===== src/rtl/alu_pkg.sv =====
// Shared ALU definitions: opcode encodings, RV32I major opcodes and the decoded
// operand-stage entry carried through the skid buffer.
package alu_pkg;

  localparam int unsigned XLEN   = 32;
  localparam int unsigned REG_AW = 5;
  localparam int unsigned OPC_W  = 7;

  typedef enum logic [3:0] {
    ALU_ADD  = 4'b0000,
    ALU_SUB  = 4'b1000,
    ALU_SLL  = 4'b0001,
    ALU_SLT  = 4'b0010,
    ALU_SLTU = 4'b0011,
    ALU_XOR  = 4'b0100,
    ALU_SRL  = 4'b0101,
    ALU_SRA  = 4'b1101,
    ALU_OR   = 4'b0110,
    ALU_AND  = 4'b0111
  } alu_op_t;

  localparam logic [OPC_W-1:0] OPC_OP     = 7'b0110011;
  localparam logic [OPC_W-1:0] OPC_OP_IMM = 7'b0010011;
  localparam logic [OPC_W-1:0] OPC_LUI    = 7'b0110111;
  localparam logic [OPC_W-1:0] OPC_AUIPC  = 7'b0010111;

  typedef struct packed {
    alu_op_t           alu_op;
    logic [XLEN-1:0]   operand1;
    logic [XLEN-1:0]   operand2;
    logic [REG_AW-1:0] rd;
    logic              illegal;
  } dec_entry_t;

  typedef enum logic [1:0] {
    ST_EMPTY = 2'd0,
    ST_ONE   = 2'd1,
    ST_TWO   = 2'd2
  } skid_state_t;

endpackage


===== src/rtl/alu_decode.sv =====
// Combinational RV32I integer-ALU decoder: turns an instruction plus register
// read data into an ALU opcode, two operands and a destination register.
module alu_decode
  import alu_pkg::*;
(
  input  logic [XLEN-1:0] instr,
  input  logic [XLEN-1:0] pc,
  input  logic [XLEN-1:0] rs1_data,
  input  logic [XLEN-1:0] rs2_data,
  output dec_entry_t      entry_c
);

  logic [OPC_W-1:0]  opcode;
  logic [2:0]        funct3;
  logic [6:0]        funct7;
  logic [REG_AW-1:0] rs1;
  logic [REG_AW-1:0] rs2;
  logic [REG_AW-1:0] rd;
  logic [XLEN-1:0]   rs1_val;
  logic [XLEN-1:0]   rs2_val;
  logic [XLEN-1:0]   imm_i;
  logic [XLEN-1:0]   imm_u;
  logic [XLEN-1:0]   shamt;
  logic              legal;

  assign opcode  = instr[6:0];
  assign rd      = instr[11:7];
  assign funct3  = instr[14:12];
  assign rs1     = instr[19:15];
  assign rs2     = instr[24:20];
  assign funct7  = instr[31:25];
  // x0 always reads as zero regardless of what the register file returns
  assign rs1_val = (rs1 == '0) ? '0 : rs1_data;
  assign rs2_val = (rs2 == '0) ? '0 : rs2_data;
  assign imm_i   = {{20{instr[31]}}, instr[31:20]};
  assign imm_u   = {instr[31:12], 12'b0};
  assign shamt   = XLEN'(rs2);

  always_comb begin
    entry_c          = '0;
    entry_c.alu_op   = ALU_ADD;
    legal            = 1'b0;
    case (opcode)
      OPC_OP: begin
        legal            = (funct7 == 7'h00) ||
                           ((funct7 == 7'h20) && ((funct3 == 3'b000) || (funct3 == 3'b101)));
        entry_c.alu_op   = alu_op_t'({instr[30], funct3});
        entry_c.operand1 = rs1_val;
        entry_c.operand2 = rs2_val;
      end
      OPC_OP_IMM: begin
        entry_c.operand1 = rs1_val;
        case (funct3)
          3'b001: begin
            legal            = (funct7 == 7'h00);
            entry_c.alu_op   = ALU_SLL;
            entry_c.operand2 = shamt;
          end
          3'b101: begin
            legal            = (funct7 == 7'h00) || (funct7 == 7'h20);
            entry_c.alu_op   = alu_op_t'({instr[30], 3'b101});
            entry_c.operand2 = shamt;
          end
          default: begin
            legal            = 1'b1;
            entry_c.alu_op   = alu_op_t'({1'b0, funct3});
            entry_c.operand2 = imm_i;
          end
        endcase
      end
      OPC_LUI: begin
        legal            = 1'b1;
        entry_c.operand2 = imm_u;
      end
      OPC_AUIPC: begin
        legal            = 1'b1;
        entry_c.operand1 = pc;
        entry_c.operand2 = imm_u;
      end
      default: legal = 1'b0;
    endcase

    // Unsupported encodings still travel down the pipe, but carry no payload
    if (legal) begin
      entry_c.rd = rd;
    end else begin
      entry_c         = '0;
      entry_c.alu_op  = ALU_ADD;
      entry_c.illegal = 1'b1;
    end
  end

endmodule


===== src/rtl/alu_operand_stage.sv =====
// ALU operand stage: decodes an RV32I instruction and buffers the decoded
// result in a 2-entry skid buffer between decode and execute.
module alu_operand_stage
  import alu_pkg::*;
(
  input  logic              clk,
  input  logic              rst_n,
  input  logic              flush,
  input  logic              in_valid,
  output logic              in_ready,
  input  logic [XLEN-1:0]   in_instr,
  input  logic [XLEN-1:0]   in_pc,
  input  logic [XLEN-1:0]   in_rs1_data,
  input  logic [XLEN-1:0]   in_rs2_data,
  output logic              out_valid,
  input  logic              out_ready,
  output logic [3:0]        out_alu_op,
  output logic [XLEN-1:0]   out_operand1,
  output logic [XLEN-1:0]   out_operand2,
  output logic [REG_AW-1:0] out_rd,
  output logic              out_illegal
);

  dec_entry_t  dec_c;
  dec_entry_t  head;
  dec_entry_t  tail;
  skid_state_t state;
  logic        accept_c;
  logic        drain_c;

  alu_decode u_decode (
    .instr    (in_instr),
    .pc       (in_pc),
    .rs1_data (in_rs1_data),
    .rs2_data (in_rs2_data),
    .entry_c  (dec_c)
  );

  assign accept_c = in_valid && in_ready;
  assign drain_c  = out_valid && out_ready;

  // Head entry drives the outputs directly; tail only fills while head is stalled
  always_ff @(posedge clk) begin
    if (!rst_n) begin
      state     <= ST_EMPTY;
      out_valid <= 1'b0;
      in_ready  <= 1'b1;
      head      <= '0;
      tail      <= '0;
    end else if (flush) begin
      state     <= ST_EMPTY;
      out_valid <= 1'b0;
      in_ready  <= 1'b1;
    end else begin
      case (state)
        ST_EMPTY: begin
          if (accept_c) begin
            head      <= dec_c;
            state     <= ST_ONE;
            out_valid <= 1'b1;
          end
        end
        ST_ONE: begin
          if (accept_c && drain_c) begin
            head <= dec_c;
          end else if (accept_c) begin
            tail     <= dec_c;
            state    <= ST_TWO;
            in_ready <= 1'b0;
          end else if (drain_c) begin
            state     <= ST_EMPTY;
            out_valid <= 1'b0;
          end
        end
        ST_TWO: begin
          if (drain_c) begin
            head     <= tail;
            state    <= ST_ONE;
            in_ready <= 1'b1;
          end
        end
        default: begin
          state     <= ST_EMPTY;
          out_valid <= 1'b0;
          in_ready  <= 1'b1;
        end
      endcase
    end
  end

  assign out_alu_op   = head.alu_op;
  assign out_operand1 = head.operand1;
  assign out_operand2 = head.operand2;
  assign out_rd       = head.rd;
  assign out_illegal  = head.illegal;

endmodule

===== config.mk =====
export PLATFORM = sky130hd
export DESIGN_NAME = alu_operand_stage
export DESIGN_NICKNAME = d
export VERILOG_FILES = /design/src/rtl/alu_pkg.sv /design/src/rtl/alu_decode.sv /design/src/rtl/alu_operand_stage.sv
export SDC_FILE = /design/constraint.sdc
export NUM_CORES = 1
export LEC_CHECK = 0
export ABC_CLOCK_PERIOD_IN_PS = 3000
export CAP_MARGIN = 20
export CELL_PAD_IN_SITES_DETAIL_PLACEMENT = 1
export CELL_PAD_IN_SITES_GLOBAL_PLACEMENT = 1
export CORE_ASPECT_RATIO = 0.7
export CORE_MARGIN = 2
export CORE_UTILIZATION = 30
export CTS_BUF_LIST = sky130_fd_sc_hd__clkbuf_16
export DETAILED_ROUTE_END_ITERATION = 10
export PLACE_DENSITY = 0.65
export SLEW_MARGIN = 20
export SYNTH_ARGS = -nofsm -noshare
export SYNTH_HDL_FRONTEND = slang
export SYNTH_HIERARCHICAL = 1
export SYNTH_SLANG_ARGS = --single-unit
export TNS_END_PERCENT = 50

===== constraint.sdc =====
create_clock -name clk -period 3 [get_ports clk]
set_input_delay 0.6 -clock clk [delete_from_list [all_inputs] [get_ports clk]]
set_output_delay 0.6 -clock clk [all_outputs]
set_load 0.005 [all_outputs]

### Word level (Yosys, flattened, before mapping)

Index checks and enable logic that the tools add are counted.

* eq/ne operators: 17
* muxes and demuxes: 31
* bitwise logic cells: 5
* reductions and logical operators: 22

Operators by type and width (count)
* 74-bit 2-to-1 mux: 3
* 74-bit case mux with 3 select lines: 1
* 32-bit 2-to-1 mux: 3
* 32-bit case mux with 3 select lines: 1
* 68-bit 2-to-1 mux: 1
* 32-bit case mux with 2 select lines: 1
* 7-bit by 6-bit == test with 1-bit output, second input constant: 3
* 4-bit case mux with 2 select lines: 2
* 7-bit by 5-bit == test with 1-bit output, second input constant: 2
* 2-bit != test, second input constant: 7
* 4-bit AND reduction: 3
* 5-bit zero test: 2
* 2-bit 2-to-1 mux: 5
* 5-bit AND reduction: 2
* 1-bit case mux with 3 select lines: 3
* 1-bit 2-to-1 mux: 8
* 2-bit OR reduction: 4
* 7-bit zero test: 1
* 2-bit case mux with 3 select lines: 1
* 5-bit 2-to-1 mux: 1
* 1-bit NOT: 5
* 1-bit logical AND: 4
* 3-bit by 1-bit == test with 1-bit output, second input constant: 1
* 3-bit == test, second input constant: 1
* 8 further kinds: 10

* register bits: 152
* input bits: 133
* output and inout port bits: 76
* logic and storage cells: 88

### Logic depth before layout (Yosys ltp)

Gate-level depths: netlist of run 1.

* depth after elaboration: 8
* depth in mapped cells: 8
* depth with buffers taken out: 6

### Hierarchy

The synthesis of run 1 kept the hierarchy.

Modules (own cells, without submodules)
* alu_operand_stage: instances 1, cells each 725, area each 7101.8 um2, sequential area each 3042.9 um2
* alu_decode: instances 1, cells each 198, area each 1642.8 um2, sequential area each 0.0 um2

### Worst setup path after synthesis of run 1

OpenSTA, ideal clock, no wires.

* path kind: input to register
* start: input port in_instr[26]
* end: register head, in the netlist out_alu_op[3]
* arrival: 2.187 ns
* required time: 2.914 ns
* path slack: 0.727 ns
* stages: 6
* cell sequence: or4_1 -> o32ai_2 -> nand2_1 -> nor4b_1 -> mux2i_1 -> a211oi_1

RTL lines
* start, declared: line alu_operand_stage.sv:11 `input logic [XLEN-1:0] in_instr,`
* end signal, assigned: line alu_operand_stage.sv:77 `head <= tail;`
* end, declared: line alu_operand_stage.sv:25 `dec_entry_t head;`

==> summary.txt, run 1 <==
Synthesis
  • Ys flop type: dfxtp_1
  • Sequential fraction of the synthesis area: around a third
  • Avg Inst Size Synth: 9.47 sq um
  • Synthesis Warnings: 6
  • Synth cell types: 46
  • Yosys top cell by area: dfxtp_1
  • Post-synth EDFFs: 0
  • Area contributors post-synth: dfxtp_1, a211oi_2, mux2i_1
  • Async S/R FF share, synth: 0%
  • Cell with the most instances after synthesis: dfxtp_1
  • Synth top area share: a little over a third
  • Most instantiated cells after synthesis: dfxtp_1, a211oi_2, a21oi_1
  • Flop and latch count out of synthesis: around 150
  • Synthesized area: just under 9000 sq um
  • Mapped Nets: between 1000 and 1500
  • Synth Instances: 923

Floorplanning
  • Io pins: approximately 210
  • Initial Util: a little under a third
  • Die X-Extent: 208 um
  • CORE AREA: around 29000 sq um
  • Row cnt: 52
  • Die height: around 150 um
  • Die area: a little over 30000 sq um

Power
  • NetSw: ~0.0014 W
  • Internal power: between 0.003 and 0.004 W
  • Gate power share: between 15 and 20%
  • Clk pwr share: a little over two fifths
  • Power Density: approximately 440 nW/um^2
  • Sw Ratio: about a quarter
  • Worst VDD drop: 0.370 mV
  • Pleak: a little under 4 nW
  • Reg power frac: 40.3%

Clock network
  • Clock Latency Late Sink: between 400 and 500 ps
  • Total setup buffers inserted after CTS: 0
  • Number of H-tree levels: 4
  • Clock sink total: around 150
  • CTS Hold Buffers Added: 0
  • CTS Buf Count: 17
  • CTS clk-pin slew, worst paths: ~60 ps
  • Resize count post-CTS: 0
  • Clock Tree Buf Depth: 2
  • TritonCTS clock tree: yes
  • Root buf cell: clkbuf_16

Route
  • Initial DRC Count: 563
  • Vias/cell: between 5 and 6
  • WL/cell: 24.3 um
  • Remaining DRCs: 0
  • Antenna Violating Nets Remaining: 0
  • Total wire length: 35.8 mm
  • TritonRoute pass-1 iters: 5
  • Via count: between 8000 and 9000

STA
  • Hold Fails Final Rpt: 0
  • Final cycle utilization of the critical path: between 80% and 90%
  • Final Hold Slack: about 480 ps
  • Max-slew violations: 0
  • RSZ-0062 raised after global routing: false
  • Slew @ Worst Pin: about 600 ps
  • Final worst path period need: 2580 ps
  • Max transition margin: about 60%
  • Clk_skew: 7.04 ps
  • Fmax: roughly 390 MHz
  • # setup viols final: 0

Critical path
  • Critical path's top delay family: simple AND/OR/NAND/NOR gates
  • Worst-path maximum fanout: 10
  • Crit-path slowest cell: or4_1
  • Critical path type: input pin to register
  • Worst stage delay on the critical path: approximately 570 ps
  • Crit end category: register
  • CP arrival: slightly below 3000 ps
  • Buffers plus inverters on the worst setup path: 2
  • CP required: 3350 ps
  • Worst Setup Start Kind: input pin
  • Worst path cell trace: clkdlybuf4s50_1 > or4_1 > o32ai_2 > o21ai_4 > buf_4 > nor3_2 > mux2i_1 > a211oi_2

Placement
  • Gpl congestion: approximately 0.8
  • Port bufs: roughly 210
  • Post-detail-place hpwl: about 23 mm
  • Placed instance count: ~1400

Min path
  • HP Class: register to register

Layout
  • Nets: ~1200
  • Area grow syn2layout: 37.8%
  • Ratio of cells with drive above 1 in the final layout: 21.6%
  • Util after Layout: about two fifths
  • Finished Layout Cells: between 1000 and 1500

GRT
  • Initial antenna violation count: 1
  • Total gr overflow: 0
  • First-pass GRT wire length: roughly 55 mm
  • Number of global-route vias before repair: 9091
  • All-Layer GR Usage: a little under a quarter
  • Largest net degree at the start of global routing: 57

Run
  • Total of max-cap violations: 0

Outcome
  • Status: completed
[path summary, 6_finish.rpt]
kind	start	endpoint	slack [ps]	cells after the start
worst min register to register	tail[53]$_SDFFE_PN0P_	tail[53]$_SDFFE_PN0P_	480	2
worst min-delay path	tail[53]$_SDFFE_PN0P_	tail[53]$_SDFFE_PN0P_	480	2
worst max-delay path	in_instr[26]	out_operand1[10]$_SDFFE_PN0P_	420	8
worst max register to register	state[0]$_SDFFE_PP0P_	out_operand2[3]$_SDFFE_PN0P_	960	4
[per-layer routing]
metal | up-vias | track usage (%) | share of wire (%)
li1 | 3973 | - | -
met1 | 4388 | 32.5 | 48
met2 | 275 | 36.4 | 45
met3 | 26 | 5.47 | 6.1
met4 | 0 | 5.00 | 1.2
met5 | - | 0 | 0
[stage by stage]
step / TNS (ps) / area [sq um] / power [W] / setup slack, ps
detailed placement: -80.3 / 11400 / 0.00307 / -38.2
global route: 0 / 12000 / 0.00550 / 317
global placement: 0 / 11400 / 0.00306 / 39.8
floorplan: 0 / 8740 / 0.00255 / 727
CTS: 0 / 12000 / 0.00536 / 424
finish: 0 / 12100 / 0.00531 / 417
[sequential cells by signal, summed over array words and instances (netlist names)]
register	flops
tail	74
out_operand1	32
out_operand2	32
out_rd	5
out_alu_op	4
state	2
in_ready	1
out_illegal	1
out_valid	1
[cell usage in the layout (no fill, tap or decap), drive strengths merged, types with 2 or more instances in the layout]
cell | Yosys | layout
clkdlybuf4s50 | 0 | 208
dfxtp | 152 | 152
a211oi | 97 | 97
a21oi | 80 | 80
nand3 | 76 | 76
o21ai | 76 | 76
a221oi | 75 | 75
mux2i | 74 | 74
buf | 66 | 62
nor3 | 48 | 48
a32oi | 32 | 32
a22oi | 30 | 30
clkbuf | 64 | 17
nor3b | 11 | 11
nand2 | 7 | 7
inv | 3 | 6
clkinvlp | 0 | 5
nor2 | 5 | 5
bufinv | 0 | 4
nand3b | 3 | 3
clkinv | 0 | 3
nand2b | 3 | 3
and4b | 2 | 2
a21o | 2 | 2
[power by group through the flow]
| stage | Clock [W] | Combinational (W) | Sequential, W |
|---|---|---|---|
| floorplan | 0 | 0.000381 | 0.00217 |
| global placement | 0 | 0.000875 | 0.00218 |
| detailed placement | 0 | 0.000886 | 0.00218 |
| CTS | 0.00233 | 0.000890 | 0.00214 |
| global route | 0.00242 | 0.000944 | 0.00214 |
| finish | 0.00229 | 0.000885 | 0.00214 |
[kinds of logic (layout without fill, tap and decap cells)]
logic type	after synthesis	count (layout)	synth area share, %
compound gates	399	399	36.3
buf+inv	133	305	7.45
flops	152	152	34.8
mux	74	74	8.47
other cells	0	1	0
simple gates	165	165	13.0
[cell type report]
cell class | instances | area (sq um)
flip-flops and latches | 152 | 3040
clock inverters | 15 | 185
multi-input cells | 638 | 5130
inverters | 3 | 16.3
fillers | 3187 | 16700
diodes | 1 | 2.50
well taps | 378 | 473
clock buffers | 17 | 425
repair buffers | 270 | 2770
[worst register-to-register path, cell delays in order, from the launching register on]
cell and delay (ps):
dfxtp_1 490, nand2b_4 500, buf_4 380, mux2i_1 420
a211oi_2 130
No activity file was read; power rests on OpenSTA's default activity.
==> run 2, diff against run 1 <==
--- a/config.mk
+++ b/config.mk
@@ -5,7 +5,7 @@
 export SDC_FILE = /design/constraint.sdc
 export NUM_CORES = 1
 export LEC_CHECK = 0
-export ABC_CLOCK_PERIOD_IN_PS = 3000
+export ABC_CLOCK_PERIOD_IN_PS = 2200
 export CAP_MARGIN = 20
 export CELL_PAD_IN_SITES_DETAIL_PLACEMENT = 1
 export CELL_PAD_IN_SITES_GLOBAL_PLACEMENT = 1
@@ -14,7 +14,7 @@
 export CORE_UTILIZATION = 30
 export CTS_BUF_LIST = sky130_fd_sc_hd__clkbuf_16
 export DETAILED_ROUTE_END_ITERATION = 10
-export PLACE_DENSITY = 0.65
+export PLACE_DENSITY = 0.68
 export SLEW_MARGIN = 20
 export SYNTH_ARGS = -nofsm -noshare
 export SYNTH_HDL_FRONTEND = slang
==> constraint.sdc (replaced) <==
create_clock -name clk -period 2.2 [get_ports clk]
set_input_delay 0.44 -clock clk [delete_from_list [all_inputs] [get_ports clk]]
set_output_delay 0.44 -clock clk [all_outputs]
set_load 0.005 [all_outputs]
==> summary.txt, run 2 (synthesis gave the netlist of run 1 again) <==
Outcome
  • Status: completed

Floorplanning
  • Io pins: 209 (unchanged)
  • Die height: 147 um (unchanged)
  • CORE AREA: 28800 sq um (unchanged)
  • Row cnt: 52 (unchanged)
  • Die area: 30600 sq um (unchanged)
  • Die X-Extent: 208 um (unchanged)
  • Initial Util: 30.4% (unchanged)

Critical path
  • Worst r2r path cells: 4 (unchanged)
  • Buffers plus inverters on the worst setup path: 2 (unchanged)
  • Worst stage delay on the critical path: 450 ps (-120 ps)
  • Worst Setup Start Kind: input pin
  • Crit-path slowest cell: clkdlybuf4s50_1
  • Reg2reg setup slack: 440 ps (-520 ps)
  • Crit end category: register
  • FF-to-FF Start: state[1]$_SDFFE_PP0P_
  • CP arrival: 2470 ps (-460 ps)
  • Critical path type: input pin to register
  • Critical path's top delay family: buffers and inverters
  • CP required: 2510 ps (-840 ps)
  • Worst path cell trace: clkdlybuf4s50_1 > and2b_2 > o32ai_4 > o21ai_4 > buf_12 > nor3_2 > mux2i_2 > a211oi_2
  • RR Endpoint: out_rd[0]$_SDFFE_PN0P_
  • Worst-path maximum fanout: 25 (+15)

STA
  • Final cycle utilization of the critical path: a little over nine tenths
  • Worst Slack Setup Final: 40.3 ps (-376 ps)
  • Max-slew violations: 0 (unchanged)
  • RSZ-0062 raised after global routing: true
  • Clk_skew: 8.03 ps (+0.995 ps)
  • Fmax: 463 MHz
  • Hold Fails Final Rpt: 0 (unchanged)
  • # setup viols final: 0 (unchanged)
  • Max transition margin: 68.1% (+8.3 points)
  • Final worst path period need: around 2200 ps
  • Slew @ Worst Pin: 479 ps (-123 ps)

Layout
  • Commonest non-fill, non-tap cell in the layout: clkdlybuf4s50_1
  • Most frequent cells in the layout: clkdlybuf4s50_1, dfxtp_1, a21oi_1
  • Fill count: 3155 (-1.0%)
  • Ratio of cells with drive above 1 in the final layout: 27.7% (+6.1 points)
  • Finished Layout Cells: 1531 (+3.9%)
  • Nets: 1273 (+4.8%)
  • # diodes: 0 (-1)
  • Util after Layout: 45.3% (+3.4 points)
  • Area of the multi-input gates: 5410 sq um (+5.4%)
  • Max reg flops: 74 (unchanged)
  • Area grow syn2layout: 49.1%
  • Largest Register: tail
  • Register area: 3040 sq um (unchanged)

Power
  • Clk pwr share: 40.4% (-2.7 points)
  • Gate power share: 18.7% (+2.0 points)
  • Internal power: 0.00509 W (+30%)
  • Worst VDD drop: 0.411 mV (+11%)
  • NetSw: 0.00204 W (+46%)
  • Power, Total: 0.00713 W (+34%)
  • Sw Ratio: 28.6% (+2.3 points)
  • Reg power frac: 40.9% (+0.6 points)
  • Pleak: 4.44 nW (+12%)
  • Power Density: 547 nW/um^2 (+24%)

Clock network
  • Clock Tree Buf Depth: 2 (unchanged)
  • CTS Buf Count: 17 (unchanged)
  • CTS Hold Buffers Added: 0 (unchanged)
  • CTS clk-pin slew, worst paths: 70 ps (about the same)
  • Root buf cell: clkbuf_16
  • Clock Latency Late Sink: 440 ps (about the same)
  • Number of H-tree levels: 4 (unchanged)
  • Clock sink total: 152 (unchanged)
  • TritonCTS clock tree: yes

Min path
  • Worst Hold Path EP: tail[65]$_SDFFE_PN0P_
  • HP Start: tail[65]$_SDFFE_PN0P_
  • HP Class: register to register
  • Worst Hold Depth: 2 (unchanged)

Placement
  • Worst slack, placed: -672 ps (-633 ps)
  • Placed instance count: 1487 (+3.2%)
  • Port bufs: 208 (unchanged)
  • Post-detail-place hpwl: 24.3 mm (+5.1%)
  • Gpl congestion: 0.867 (+6.7%)

GRT
  • Total gr overflow: 0 (unchanged)
  • All-Layer GR Usage: 24.2% (+0.95 points)
  • Number of global-route vias before repair: 9123 (+0.35%)
  • Initial antenna violation count: 1 (unchanged)
  • First-pass GRT wire length: 57.3 mm (+3.5%)
  • Largest net degree at the start of global routing: 57 (unchanged)

Route
  • WL/cell: 24.9 um (+2.6%)
  • Vias/cell: 5.96 (+1.4%)
  • TritonRoute pass-1 iters: 5 (unchanged)
  • Remaining DRCs: 0 (unchanged)
  • Via count: 9119 (+5.3%)
  • Initial DRC Count: 703 (+25%)
  • Total wire length: 38.2 mm (+6.6%)
  • Antenna Violating Nets Remaining: 0 (unchanged)

Run
  • Total of max-cap violations: 0 (unchanged)
## run 2: area by class of cell
cell class	count	area share, %
Clock buffer	17	3.26
Clock inverter	15	1.01
Inverter	3	0.125
Tap cell	378	3.63
Sequential cell	152	23.3
Timing Repair Buffer	328	27.1
Multi-Input combinational cell	638	41.5
## run 2: power by group through the flow
stage | Sequential (W) | Clock, W | Combinational [W]
after global placement | 0.00298 | 0 | 0.00127
final | 0.00292 | 0.00288 | 0.00133
after global routing | 0.00293 | 0.00304 | 0.00140
after detailed placement | 0.00298 | 0 | 0.00129
after floorplan | 0.00296 | 0 | 0.000520
after CTS | 0.00292 | 0.00294 | 0.00131
## run 2: worst register-to-register path: stages, from the launching register on
cell and delay (ps):
dfxtp_1 600, and4bb_4 310, a22o_4 320, buf_12 190, a211oi_2 280
## run 2: how the worst max path moves through the flow
stage | from | endpoint | cells after the start
finish | in_instr[13] | out_operand2[2]$_SDFFE_PN0P_ | 8
global route | in_instr[1] | out_operand2[14]$_SDFFE_PN0P_ | 10
global placement | in_instr[26] | out_alu_op[0]$_SDFFE_PN0P_ | 8
CTS | in_instr[4] | out_operand2[30]$_SDFFE_PN0P_ | 9
floorplan | in_instr[26] | out_alu_op[3]$_SDFFE_PN0P_ | 6
detailed placement | in_instr[26] | out_alu_op[0]$_SDFFE_PN0P_ | 8
## run 2: repair_timing
action | CTS | global route
endpoints found under the setup margin | 79 | 82
gates cloned | 3 | 1
pin swaps | 2 | 23
gates resized for setup | 21 | 53
buffers inserted | 1 | 8
## run 2: per-stage QoR
step	cell area [sq um]	setup TNS (ps)	hold slack (ps)
2_1_floorplan	8740	0	453
3_3_place_gp	12000	-63410	458
3_5_place_dp	12000	-70020	469
4_1_cts	12700	0	479
5_1_grt	13000	-366	500
6_report	13000	0	480
## run 2: routing by layer
layer	GRT usage (%)	up-vias	wire, um
li1	-	4090	-
met1	34.9	4670	18000
met2	37.1	325	17400
met3	4.81	32	2290
met4	5.60	2	462
met5	0	-	13
